### src/rtl/acc_pkg.sv
// rtl/acc_pkg.sv - shared accelerator constants and BIU state encoding
package acc_pkg;

  localparam int BANK_WORDS = 4096;
  localparam int BUF_WORDS  = 7 * BANK_WORDS;
  localparam int BLOCK_SIZE = 3136;

  typedef enum logic [2:0] {
    ST_IDLE,
    ST_REQ,
    ST_DATA,
    ST_DRAIN,
    ST_FIN
  } biu_state_e;

endpackage

### src/rtl/imap_biu_fifo.sv
// rtl/imap_biu_fifo.sv - beat FIFO between memory read port and buffer write port
module imap_biu_fifo #(
  parameter int WIDTH = 64,
  parameter int DEPTH = 4,
  parameter int CW    = $clog2(DEPTH + 1)
) (
  input  logic             clk,
  input  logic             rst_n,
  input  logic             push,
  input  logic [WIDTH-1:0] wdata,
  input  logic             pop,
  output logic [WIDTH-1:0] rdata,
  output logic             full,
  output logic             empty,
  output logic [CW-1:0]    count
);

  localparam int AW = (DEPTH > 1) ? $clog2(DEPTH) : 1;

  logic [WIDTH-1:0] mem_q [DEPTH];
  logic [AW-1:0]    wptr_q, rptr_q;
  logic [CW-1:0]    cnt_q;
  logic             do_push, do_pop;

  assign full    = (cnt_q == CW'(DEPTH));
  assign empty   = (cnt_q == '0);
  assign count   = cnt_q;
  assign rdata   = mem_q[rptr_q];
  assign do_push = push && !full;
  assign do_pop  = pop && !empty;

  // Storage needs no reset; emptiness is carried entirely by the count.
  always_ff @(posedge clk) begin
    if (do_push) mem_q[wptr_q] <= wdata;
  end

  always_ff @(posedge clk or negedge rst_n) begin
    if (!rst_n) begin
      wptr_q <= '0;
      rptr_q <= '0;
      cnt_q  <= '0;
    end else begin
      if (do_push) wptr_q <= wptr_q + AW'(1);
      if (do_pop)  rptr_q <= rptr_q + AW'(1);
      case ({do_push, do_pop})
        2'b10:   cnt_q <= cnt_q + CW'(1);
        2'b01:   cnt_q <= cnt_q - CW'(1);
        default: cnt_q <= cnt_q;
      endcase
    end
  end

endmodule

### src/rtl/imap_biu.sv
// rtl/imap_biu.sv - input-map bus interface unit: burst fetch into the 7-bank buffer
module imap_biu
  import acc_pkg::*;
#(
  parameter int BURST      = 16,
  parameter int FIFO_DEPTH = 4
) (
  input  logic        clk,
  input  logic        rst_n,
  input  logic        start,
  input  logic [31:0] cfg_ext_addr,
  input  logic [14:0] cfg_buf_base,
  input  logic [15:0] cfg_len,
  output logic        busy,
  output logic        done,
  output logic        err,
  output logic        mem_req,
  output logic [31:0] mem_addr,
  output logic [6:0]  mem_len,
  input  logic        mem_gnt,
  input  logic        mem_rvalid,
  input  logic [63:0] mem_rdata,
  output logic        mem_rready,
  input  logic        imap_ren,
  output logic [31:0] imap_waddr,
  output logic [63:0] imap_wdata,
  output logic        imap_wen
);

  localparam int CW = $clog2(FIFO_DEPTH + 1);

  biu_state_e  state_q;
  logic [31:0] ext_ptr_q, mem_addr_q;
  logic [15:0] rem_q;
  logic [6:0]  beats_q, mem_len_q;
  logic [14:0] wr_ptr_q, waddr_q;
  logic [63:0] wdata_q;
  logic        busy_q, done_q, err_q, err_flag_q, mem_req_q, wen_q;

  logic          fifo_full, fifo_empty, push, pop, beat_last, cfg_bad;
  logic [63:0]   fifo_head;
  logic [CW-1:0] fifo_count;
  logic [16:0]   cfg_end;
  logic [31:0]   cfg_addr;

  function automatic logic [6:0] next_len(input logic [15:0] rem);
    return (rem > 16'(BURST)) ? 7'(BURST) : rem[6:0];
  endfunction

  assign mem_rready = (state_q == ST_DATA) && !fifo_full;
  assign push       = mem_rvalid && mem_rready;
  // A MAC read this cycle suppresses the pop, so no write lands in the next cycle.
  assign pop        = !fifo_empty && !imap_ren;
  assign beat_last  = push && ((beats_q + 7'd1) == mem_len_q);
  assign cfg_end    = {2'b00, cfg_buf_base} + {1'b0, cfg_len};
  assign cfg_bad    = (cfg_len == 16'd0) || (cfg_end > 17'(BUF_WORDS));
  assign cfg_addr   = cfg_ext_addr & 32'hFFFF_FFF8;

  imap_biu_fifo #(.WIDTH(64), .DEPTH(FIFO_DEPTH), .CW(CW)) u_fifo (
    .clk   (clk),
    .rst_n (rst_n),
    .push  (push),
    .wdata (mem_rdata),
    .pop   (pop),
    .rdata (fifo_head),
    .full  (fifo_full),
    .empty (fifo_empty),
    .count (fifo_count)
  );

  always_ff @(posedge clk or negedge rst_n) begin
    if (!rst_n) begin
      state_q    <= ST_IDLE;
      ext_ptr_q  <= '0;
      rem_q      <= '0;
      beats_q    <= '0;
      mem_addr_q <= '0;
      mem_len_q  <= '0;
      mem_req_q  <= 1'b0;
      busy_q     <= 1'b0;
      done_q     <= 1'b0;
      err_q      <= 1'b0;
      err_flag_q <= 1'b0;
    end else begin
      done_q <= 1'b0;
      err_q  <= 1'b0;
      case (state_q)
        ST_IDLE: if (start) begin
          busy_q <= 1'b1;
          if (cfg_bad) begin
            err_flag_q <= 1'b1;
            state_q    <= ST_FIN;
          end else begin
            err_flag_q <= 1'b0;
            ext_ptr_q  <= cfg_addr;
            rem_q      <= cfg_len;
            mem_req_q  <= 1'b1;
            mem_addr_q <= cfg_addr;
            mem_len_q  <= next_len(cfg_len);
            state_q    <= ST_REQ;
          end
        end
        ST_REQ: if (mem_gnt) begin
          mem_req_q <= 1'b0;
          ext_ptr_q <= ext_ptr_q + {22'd0, mem_len_q, 3'b000};
          rem_q     <= rem_q - {9'd0, mem_len_q};
          beats_q   <= '0;
          state_q   <= ST_DATA;
        end
        ST_DATA: if (push) begin
          beats_q <= beats_q + 7'd1;
          if (beat_last) begin
            if (rem_q != 16'd0) begin
              mem_req_q  <= 1'b1;
              mem_addr_q <= ext_ptr_q;
              mem_len_q  <= next_len(rem_q);
              state_q    <= ST_REQ;
            end else begin
              state_q <= ST_DRAIN;
            end
          end
        end
        // Leave as the final pop happens so done trails the last write by one cycle.
        ST_DRAIN: if (fifo_empty || (pop && fifo_count == CW'(1))) state_q <= ST_FIN;
        ST_FIN: begin
          done_q     <= 1'b1;
          err_q      <= err_flag_q;
          err_flag_q <= 1'b0;
          busy_q     <= 1'b0;
          state_q    <= ST_IDLE;
        end
        default: state_q <= ST_IDLE;
      endcase
    end
  end

  always_ff @(posedge clk or negedge rst_n) begin
    if (!rst_n) begin
      wen_q    <= 1'b0;
      waddr_q  <= '0;
      wdata_q  <= '0;
      wr_ptr_q <= '0;
    end else begin
      wen_q <= pop;
      if (pop) begin
        waddr_q <= wr_ptr_q;
        wdata_q <= fifo_head;
      end
      if (state_q == ST_IDLE && start) wr_ptr_q <= cfg_buf_base;
      else if (pop)                    wr_ptr_q <= wr_ptr_q + 15'd1;
    end
  end

  assign busy       = busy_q;
  assign done       = done_q;
  assign err        = err_q;
  assign mem_req    = mem_req_q;
  assign mem_addr   = mem_addr_q;
  assign mem_len    = mem_len_q;
  assign imap_wen   = wen_q;
  assign imap_waddr = {17'd0, waddr_q};
  assign imap_wdata = wdata_q;

endmodule

### config.mk
export PLATFORM = sky130hd
export DESIGN_NAME = imap_biu
export DESIGN_NICKNAME = d
export VERILOG_FILES = /design/src/rtl/acc_pkg.sv /design/src/rtl/imap_biu_fifo.sv /design/src/rtl/imap_biu.sv
export SDC_FILE = /design/constraint.sdc
export NUM_CORES = 1
export LEC_CHECK = 0
export CAP_MARGIN = 0
export CORE_MARGIN = 2
export CORE_UTILIZATION = 55
export CTS_CLUSTER_SIZE = 25
export DETAILED_ROUTE_END_ITERATION = 10
export PLACE_DENSITY = 0.8
export SLEW_MARGIN = 20
export SYNTH_ARGS = -nofsm -noshare
export SYNTH_HDL_FRONTEND = slang
export SYNTH_SLANG_ARGS = --single-unit
### constraint.sdc
create_clock -name clk -period 4.3 [get_ports clk]
set_clock_uncertainty 0.05 [all_clocks]
set_input_delay 0.86 -clock clk [delete_from_list [all_inputs] [get_ports clk]]
set_output_delay 0.86 -clock clk [all_outputs]
set_load 0.03 [all_outputs]
==> flow_summary.rst, run 1 <==
.. list-table::
   :header-rows: 1

   * - Metric
     - Value
   * - TritonCTS Buffers
     - 45
   * - Reg clk slew, reported paths
     - 0.06 ns
   * - Finished layout cell area
     - between 20,000 and 30,000 sq um
   * - Critical Setup Path Class
     - input pin to register
   * - Relative area change from synthesis to final layout
     - 25.9%
   * - Unrepaired setup endpoints after global routing
     - false
   * - Crit Reg-Reg Startpoint
     - mem_len[1]$_DFFE_PN0P_
   * - Clk buf depth
     - 3
   * - Site row count
     - 70
   * - Pre-CTS worst setup slack
     - -0.686 ns
   * - Total power density per cell area
     - just under 700 nW/um^2
   * - Setup crit start
     - cfg_buf_base[0]
   * - Number of port buffers
     - 250
   * - Worst-path fanout max
     - 17
   * - Max-Cap Viols
     - 0
   * - Sequential standard cell area
     - 12,600 sq um
   * - WP data arrival
     - roughly 4.5 ns
   * - Final WL
     - between 40 and 50 mm
   * - DRC errors left
     - 0
   * - Gate power share
     - 0.385
   * - Cell Chain, Critical Path
     - clkdlybuf4s50_1, ha_4, fa_1, xor2_1, a2111oi_2, buf_4, o2111ai_1, or4_4, a2111oi_4, a211oi_2, buf_4, o31ai_4, buf_4, a21oi_1, a21oi_1
   * - Filler cells
     - 2,478
   * - Final hold slack
     - around 0.35 ns
   * - Post-DP HPWL
     - 31.6 mm
   * - Number of nets in the finished design
     - 1,994
   * - Peak ir drop on the vdd network
     - roughly 0.64 mV
   * - Achievable Freq
     - ~0.24 GHz
   * - Hold/Removal Path Class
     - input pin to asynchronous set/reset pin
   * - Via count of the first global-routing pass
     - 13,866
   * - Number of levels the H-tree was split into
     - 2
   * - Rel. slew slack
     - 0.300
   * - Setup crit end
     - ext_ptr_q[18]$_DFFE_PN0P_
   * - Portion of synthesized cell area occupied by the leading cell type
     - 0.380
   * - Most used flip-flop cell after synthesis
     - sky130_fd_sc_hd__edfxtp_1
   * - Height of the die
     - 196 um
   * - Fraction of registers with async set/reset
     - 0.436
   * - Number of buffers added to fix hold violations after cts
     - 0
   * - First-pass iteration count of the detailed router
     - 5
   * - Outcome
     - complete, no violations
   * - Kind of start point of the critical path
     - input pin
   * - CTS Root Buffer Type
     - sky130_fd_sc_hd__clkbuf_16
   * - Number of setup violations in the final report
     - 0
   * - Total standard cell area after synthesis
     - 20,200 sq um
   * - Number of placed I/O pins
     - about 270
   * - Main area contributors after synthesis
     - sky130_fd_sc_hd__edfxtp_1 (38%), sky130_fd_sc_hd__dfrtp_1 (24%), sky130_fd_sc_hd__mux4_2 (7.1%)
   * - Standard cell area after detailed placement
     - 23,900 sq um
   * - CP top delay family
     - compound AO/OA/AOI/OAI gates
   * - Fraction of final layout cells with drive strength greater than 1
     - 0.191
   * - Number of warnings issued by yosys
     - 0
   * - R2R depth
     - 12
   * - Final worst slack
     - 0.201 ns
   * - Number of enable flip-flop cells after synthesis
     - 256
   * - Share of the clock period used by the worst path after layout
     - 0.953
   * - Transition at the pin with the smallest max-transition slack
     - 1.05 ns
   * - Portion of total power attributed to sequential cells
     - 0.383
   * - Total count of max-transition violations in the final report
     - 0
   * - Share of total power in the clock network
     - 0.231
   * - Worst path buffer plus inverter count
     - 4
   * - Clock tree from TritonCTS
     - done
   * - Most frequent cells in the layout
     - sky130_fd_sc_hd__edfxtp_1 (256), sky130_fd_sc_hd__clkdlybuf4s50_1 (248), sky130_fd_sc_hd__dfrtp_1 (196)
   * - Global routing usage summed across all routing layers
     - 0.253
   * - CP max stage cell
     - sky130_fd_sc_hd__or4_4
   * - Via count
     - 13,405
   * - Leakage power of the design
     - 9.69 nW
   * - Overflow left after global routing
     - 0
   * - Post-detailed-route count of antenna-violating nets
     - 0
   * - CP most frequent cell
     - sky130_fd_sc_hd__buf_4
   * - Hold Vio Cnt, Final
     - 0
   * - Sum Neg Setup Slack
     - 0 ns
   * - Worst flop-to-flop path endpoint
     - ext_ptr_q[29]$_DFFE_PN0P_
   * - Element type at the critical path end
     - register
   * - Core box area
     - roughly 36,000 sq um
   * - Die area
     - 38,400 sq um
   * - Initial Utilization
     - 0.556
   * - Largest net degree at the start of global routing
     - 103
   * - Synthesized flop and latch total
     - 454
   * - TritonCTS sink count
     - 454
   * - Global-route wire length before repair
     - approximately 76 mm
   * - Instance count of the mapped netlist
     - 1,485
   * - Per-cell via count in the routed design
     - a little under 6
   * - Antenna violations before repair
     - 3
   * - Number of unique standard cell types used by synthesis
     - 70
   * - Req. time, crit path
     - 4.74 ns
   * - Multi-input combinational cell area
     - 7170 sq um
   * - Sum of internal, switching and leakage power
     - 17.2 mW
   * - Area leader, netlist
     - sky130_fd_sc_hd__edfxtp_1
   * - Overall die width
     - 196 um
   * - Peak per-stage delay on the critical path
     - around 0.53 ns
   * - Net switching component of the power
     - 6.08 mW
   * - Proportion of total power due to net switching
     - 0.354
   * - Instance count on the critical path
     - 15
   * - Register-to-register setup slack
     - between 0.7 and 0.8 ns
   * - Mean instance size in the synthesized netlist
     - 13.6 sq um
   * - Shortest clock period the worst path allows after layout
     - roughly 4.1 ns
   * - Clock network latency to the later pin of the worst-skew pair
     - 0.58 ns
   * - Leading cell type in the layout, fill and taps excluded
     - sky130_fd_sc_hd__edfxtp_1
   * - Routed wire per std cell
     - 20.6 um
   * - DR iter-0 viols
     - between 800 and 900
   * - Final weighted congestion in routability-driven placement
     - approximately 0.95
   * - Cell internal power dissipation
     - about 11 mW
   * - Seq/Total Area, Yosys
     - 0.625
## stage by stage
| stage | cells | util |
|---|---|---|
| floorplan | 1504 | - |
| finish | 2324 | 0.700 |
| detailed placement | 2232 | 0.655 |
| global route | 2322 | 0.700 |
| CTS | 2318 | 0.697 |
| global placement | 2232 | 0.655 |
## synthesized netlist by cell type (24+ instances only)
cell type,count
sky130_fd_sc_hd__a21oi_1,84
sky130_fd_sc_hd__dfrtp_1,198
sky130_fd_sc_hd__nand2_1,178
sky130_fd_sc_hd__ha_1,40
sky130_fd_sc_hd__xor2_1,24
sky130_fd_sc_hd__nor2_1,66
sky130_fd_sc_hd__edfxtp_1,256
sky130_fd_sc_hd__o21ai_0,57
sky130_fd_sc_hd__nand3_1,30
sky130_fd_sc_hd__clkbuf_1,53
sky130_fd_sc_hd__mux2_2,89
sky130_fd_sc_hd__mux4_2,64
sky130_fd_sc_hd__inv_1,39
sky130_fd_sc_hd__nor3_1,24
## power by group through the flow
| stage | Clock [mW] | Combinational (mW) | Sequential (mW) |
|---|---|---|---|
| after CTS | 4.04 | 6.65 | 6.59 |
| after floorplan | 0 | 3.27 | 7.40 |
| after detailed placement | 0 | 6.56 | 6.65 |
| final | 3.98 | 6.63 | 6.59 |
| after global routing | 4.19 | 7.12 | 6.75 |
| after global placement | 0 | 6.39 | 6.58 |
## state kept, by name (all words and copies together), names as in the netlist
register and cells:
u_fifo.mem_q 256, imap_wdata 64, ext_ptr_q 29, mem_addr 29
rem_q 16, waddr_q 15, wr_ptr_q 15, beats_q 7
mem_len 7, state_q 3, u_fifo.count 3, u_fifo.rptr_q 2
u_fifo.wptr_q 2, busy 1, done 1, err 1
err_flag_q 1, imap_wen 1, mem_req 1
## timing repair
| item | 4_1_cts | 5_1_grt |
|---|---|---|
| setup buffers | 2 | 4 |
| endpoints found under the setup margin | 62 | 79 |
| pin swaps | 1 | 4 |
| cloned | 1 | 0 |
| gates resized for setup | 7 | 4 |
## cell families after synthesis
| kind of cell | Yosys count | share of synthesized area |
|---|---|---|
| xor+xnor | 41 | 0.0177 |
| fa+ha+maj | 43 | 0.0277 |
| flops | 454 | 0.625 |
| mux | 183 | 0.137 |
| buf+inv | 131 | 0.0289 |
| compound gates | 244 | 0.0769 |
| simple gates | 388 | 0.0872 |
| other cells | 1 | 0.000185 |
## metal layers
metal / routed length [um] / global-route usage / up-vias
li1: - / - / 6169
met4: 1360 / 0.0853 / 2
met3: 4040 / 0.0739 / 96
met5: 13 / 0 / -
met1: 19000 / 0.317 / 6668
met2: 23600 / 0.426 / 470
## final cells by class
| class | instances | share of cell area |
|---|---|---|
| antenna | 2 | 0.000196 |
| clock buffer | 67 | 0.0494 |
| clock inverter | 16 | 0.00937 |
| inverter | 40 | 0.00589 |
| multi-input combinational | 920 | 0.281 |
| sequential | 454 | 0.496 |
| tap | 468 | 0.0230 |
| timing repair buffer | 357 | 0.135 |
## worst min-delay path by stage
stage | start | endpoint | depth (start not counted)
finish | rst_n | imap_wdata[45]$_DFFE_PN0P_ | 1
CTS | rst_n | imap_wdata[45]$_DFFE_PN0P_ | 1
global route | rst_n | imap_wdata[45]$_DFFE_PN0P_ | 1
global placement | mem_addr[9]$_DFFE_PN0P_ | mem_addr[9]$_DFFE_PN0P_ | 1
floorplan | err_flag_q$_DFFE_PN0P_ | err_flag_q$_DFFE_PN0P_ | 2
detailed placement | mem_addr[24]$_DFFE_PN0P_ | mem_addr[24]$_DFFE_PN0P_ | 1
Power figures use the tool's default switching activity.
==> inputs of run 2 (changes only) <==
Settings changed: CORE_MARGIN 2 to default.
==> run 2 against run 1 <==
Net effect: core utilization up 0.99 points; global-route usage up 0.63 points; first-iteration DRC count up 5.4%; critical path type unchanged.
==> flow_summary.rst, run 2 (synthesis gave the netlist of run 1 again) <==
.. list-table::
   :header-rows: 1

   * - Metric
     - Value
   * - Share of the clock period used by the worst path after layout
     - 0.942 (-0.0109)
   * - Reg clk slew, reported paths
     - 0.06 ns (about the same)
   * - Final Non-Filler Cells
     - 2,326 (+0.086%)
   * - Hold/Removal Path Class
     - input pin to asynchronous set/reset pin
   * - Clock tree from TritonCTS
     - done
   * - Global routing usage summed across all routing layers
     - 0.260 (+0.00631)
   * - DRC errors left
     - 0 (unchanged)
   * - Final weighted congestion in routability-driven placement
     - 0.907 (-4.4%)
   * - Filler cells
     - 2,393 (-3.4%)
   * - Clock network latency to the later pin of the worst-skew pair
     - 0.58 ns (about the same)
   * - Via count of the first global-routing pass
     - 13,850 (-0.12%)
   * - Leakage power of the design
     - 9.74 nW (+0.45%)
   * - Kind of start point of the critical path
     - input pin
   * - CTS Root Buffer Type
     - sky130_fd_sc_hd__clkbuf_16
   * - Number of levels the H-tree was split into
     - 2 (unchanged)
   * - Req. time, crit path
     - 4.72 ns (-0.02 ns)
   * - Critical Setup Path Class
     - input pin to register
   * - Largest net degree at the start of global routing
     - 84 (-18%)
   * - Transition at the pin with the smallest max-transition slack
     - 0.881 ns (-0.169 ns)
   * - Relative area change from synthesis to final layout
     - 25.9% (about the same)
   * - Peak per-stage delay on the critical path
     - 0.53 ns (about the same)
   * - CP max stage cell
     - sky130_fd_sc_hd__or4_4
   * - Multi-input combinational cell area
     - 7140 sq um (-0.52%)
   * - Worst-path fanout max
     - 8 (-9)
   * - Post-Route Utilization
     - 0.710 (+0.00990)
   * - Sequential standard cell area
     - 12,600 sq um (unchanged)
   * - Routed wire per std cell
     - 20.6 um (about the same)
   * - Post-detailed-route count of antenna-violating nets
     - 0 (unchanged)
   * - CP most frequent cell
     - sky130_fd_sc_hd__buf_4
   * - Overflow left after global routing
     - 0 (unchanged)
   * - Antenna violations before repair
     - 3 (unchanged)
   * - Max FFs per register
     - 256 (unchanged)
   * - Instance count after placement with tap cells included
     - 2,231 (-0.045%)
   * - Shortest clock period the worst path allows after layout
     - 4.05 ns (-0.0467 ns)
   * - Initial Utilization
     - 0.564 (+0.00805)
   * - Net switching component of the power
     - 6.12 mW (+0.55%)
   * - Per-cell via count in the routed design
     - 5.78 (+0.20%)
   * - Final WL
     - 48.0 mm (about the same)
   * - Site row count
     - 69 (-1.4%)
   * - Height of the die
     - 194 um (-1.0%)
   * - Unrepaired setup endpoints after global routing
     - false
   * - Die area
     - 37,600 sq um (-2.0%)
   * - Clk buf depth
     - 3 (unchanged)
   * - TritonCTS Buffers
     - 46 (+2.2%)
   * - Outcome
     - complete, no violations
   * - Rel. slew slack
     - 0.413 (+0.112)
   * - Number of nets in the finished design
     - 1,999 (+0.25%)
   * - Number of placed I/O pins
     - 274 (unchanged)
   * - Cell Chain, Critical Path
     - clkdlybuf4s50_1, ha_1, fa_1, a2111oi_4, buf_4, o2111ai_1, or4_4, a2111oi_4, a211oi_2, buf_4, o31ai_4, buf_12, buf_4, o211ai_1, o21a_1
   * - Biggest register
     - u_fifo.mem_q
   * - Cell internal power dissipation
     - 11.0 mW (-1.2%)
   * - Leading cell type in the layout, fill and taps excluded
     - sky130_fd_sc_hd__edfxtp_1
   * - Sum Neg Setup Slack
     - 0 ns (unchanged)
   * - Core box area
     - 35,900 sq um (-1.4%)
   * - Hold Vio Cnt, Final
     - 0 (unchanged)
   * - WP data arrival
     - 4.47 ns (-0.07 ns)
   * - Fraction of final layout cells with drive strength greater than 1
     - 0.195 (+0.00358)
   * - Number of port buffers
     - 250 (unchanged)
   * - Number of setup violations in the final report
     - 0 (unchanged)
   * - Element type at the critical path end
     - register
   * - First-pass iteration count of the detailed router
     - 7 (+2)
   * - TritonCTS sink count
     - 454 (unchanged)
   * - Via count
     - 13,443 (+0.28%)
   * - Final hold slack
     - 0.326 ns (-0.0206 ns)
   * - Peak ir drop on the vdd network
     - 0.485 mV (-24%)
   * - Overall die width
     - 194 um (-1.0%)
   * - Proportion of total power due to net switching
     - 0.358 (+0.00407)
   * - DR iter-0 viols
     - 884 (+5.4%)
   * - Most frequent cells in the layout
     - sky130_fd_sc_hd__edfxtp_1 (256), sky130_fd_sc_hd__clkdlybuf4s50_1 (246), sky130_fd_sc_hd__dfrtp_1 (196)
   * - Gate power share
     - 0.384 (about the same)
   * - Share of total power in the clock network
     - 0.229 (-0.002)
   * - Total count of max-transition violations in the final report
     - 0 (unchanged)
   * - Achievable Freq
     - 0.247 GHz (+1.2%)
   * - Global-route wire length before repair
     - 75.8 mm (+0.37%)
   * - Number of buffers added to fix hold violations after cts
     - 0 (unchanged)
   * - Post-DP HPWL
     - 32.2 mm (+1.8%)
   * - Total power density per cell area
     - 671 nW/um^2 (-0.56%)
   * - Max-Cap Viols
     - 0 (unchanged)
   * - Portion of total power attributed to sequential cells
     - 0.387 (+0.004)
run 2: cell types whose count changed in the layout (fill, tap and decap cells not counted), moves of 3 or more:
cell / before / now
sky130_fd_sc_hd__clkinv_2: 5 / 12
sky130_fd_sc_hd__buf_4: 95 / 102
sky130_fd_sc_hd__clkbuf_1: 17 / 11
sky130_fd_sc_hd__and3_2: 0 / 4
sky130_fd_sc_hd__buf_6: 3 / 0
sky130_fd_sc_hd__clkinv_1: 2 / 6
sky130_fd_sc_hd__and3_4: 4 / 0
run 2: per-layer routing:
metal / share of wire / GRT usage
met2: 0.49 / 0.432
met4: 0.031 / 0.0955
met5: 0 / 0
met3: 0.085 / 0.0663
met1: 0.40 / 0.331
run 2: path summary, 6_finish.rpt:
kind	startpoint	depth (start not counted)	end	slack (ns)
setup / recovery	cfg_len[0]	15	rem_q[5]$_DFFE_PN0P_	0.25
min in group clk	mem_addr[28]$_DFFE_PN0P_	1	mem_addr[28]$_DFFE_PN0P_	0.44
hold / removal	rst_n	1	imap_wdata[53]$_DFFE_PN0P_	0.33
hold reg to reg	mem_addr[28]$_DFFE_PN0P_	1	mem_addr[28]$_DFFE_PN0P_	0.44
setup reg to reg	mem_len[1]$_DFFE_PN0P_	12	ext_ptr_q[21]$_DFFE_PN0P_	0.91
max in group asynchronous	rst_n	2	mem_addr[31]$_DFFE_PN0P_	2.93
run 2: what timing repair did:
action	4_1_cts	5_1_grt
resized for setup	3	6
setup buffers	1	5
endpoints found under the setup margin	71	62
hold endpoints to repair	0	0
pin swaps	1	2
run 2: worst max-delay path, delay by kind of cell:
| family | cells | cell delay [ns] |
|---|---|---|
| buffers and inverters | 5 | 1.14 |
| adder cells (fa/ha/maj) | 2 | 0.65 |
| AO/OA/AOI/OAI | 7 | 1.28 |
| AND/OR/NAND/NOR | 1 | 0.53 |
run 2: power groups by stage:
stage	Sequential (mW)	Combinational [mW]	Clock, mW
3_3_place_gp	6.61	6.34	0
2_1_floorplan	7.40	3.27	0
3_5_place_dp	6.68	6.51	0
6_report	6.61	6.56	3.92
5_1_grt	6.77	7.04	4.14
4_1_cts	6.62	6.58	3.99
run 2: through the flow:
step / power, mW / instance area, sq um / setup slack (ns)
after floorplan: 10.7 / 20300 / 0.188
after global placement: 13.0 / 23900 / -0.692
after detailed placement: 13.2 / 23900 / -0.769
after CTS: 17.2 / 25400 / 0.0544
after global routing: 18.0 / 25500 / 0.0712
final: 17.1 / 25500 / 0.248
run 2: final cells by class:
| type | count | area share |
|---|---|---|
| Antenna cell | 4 | 0.000393 |
| Tap cell | 461 | 0.0226 |
| Sequential cell | 454 | 0.496 |
| Clock inverter | 26 | 0.00977 |
| Clock buffer | 60 | 0.0484 |
| Inverter | 40 | 0.00589 |
| Timing Repair Buffer | 362 | 0.137 |
| Multi-Input combinational cell | 919 | 0.280 |
==> inputs of run 3 (changes only) <==
Settings changed: CORE_MARGIN from default to 2.
==> results of run 3 <==
The final DEF is identical to that of run 1; final timing and power are the same.
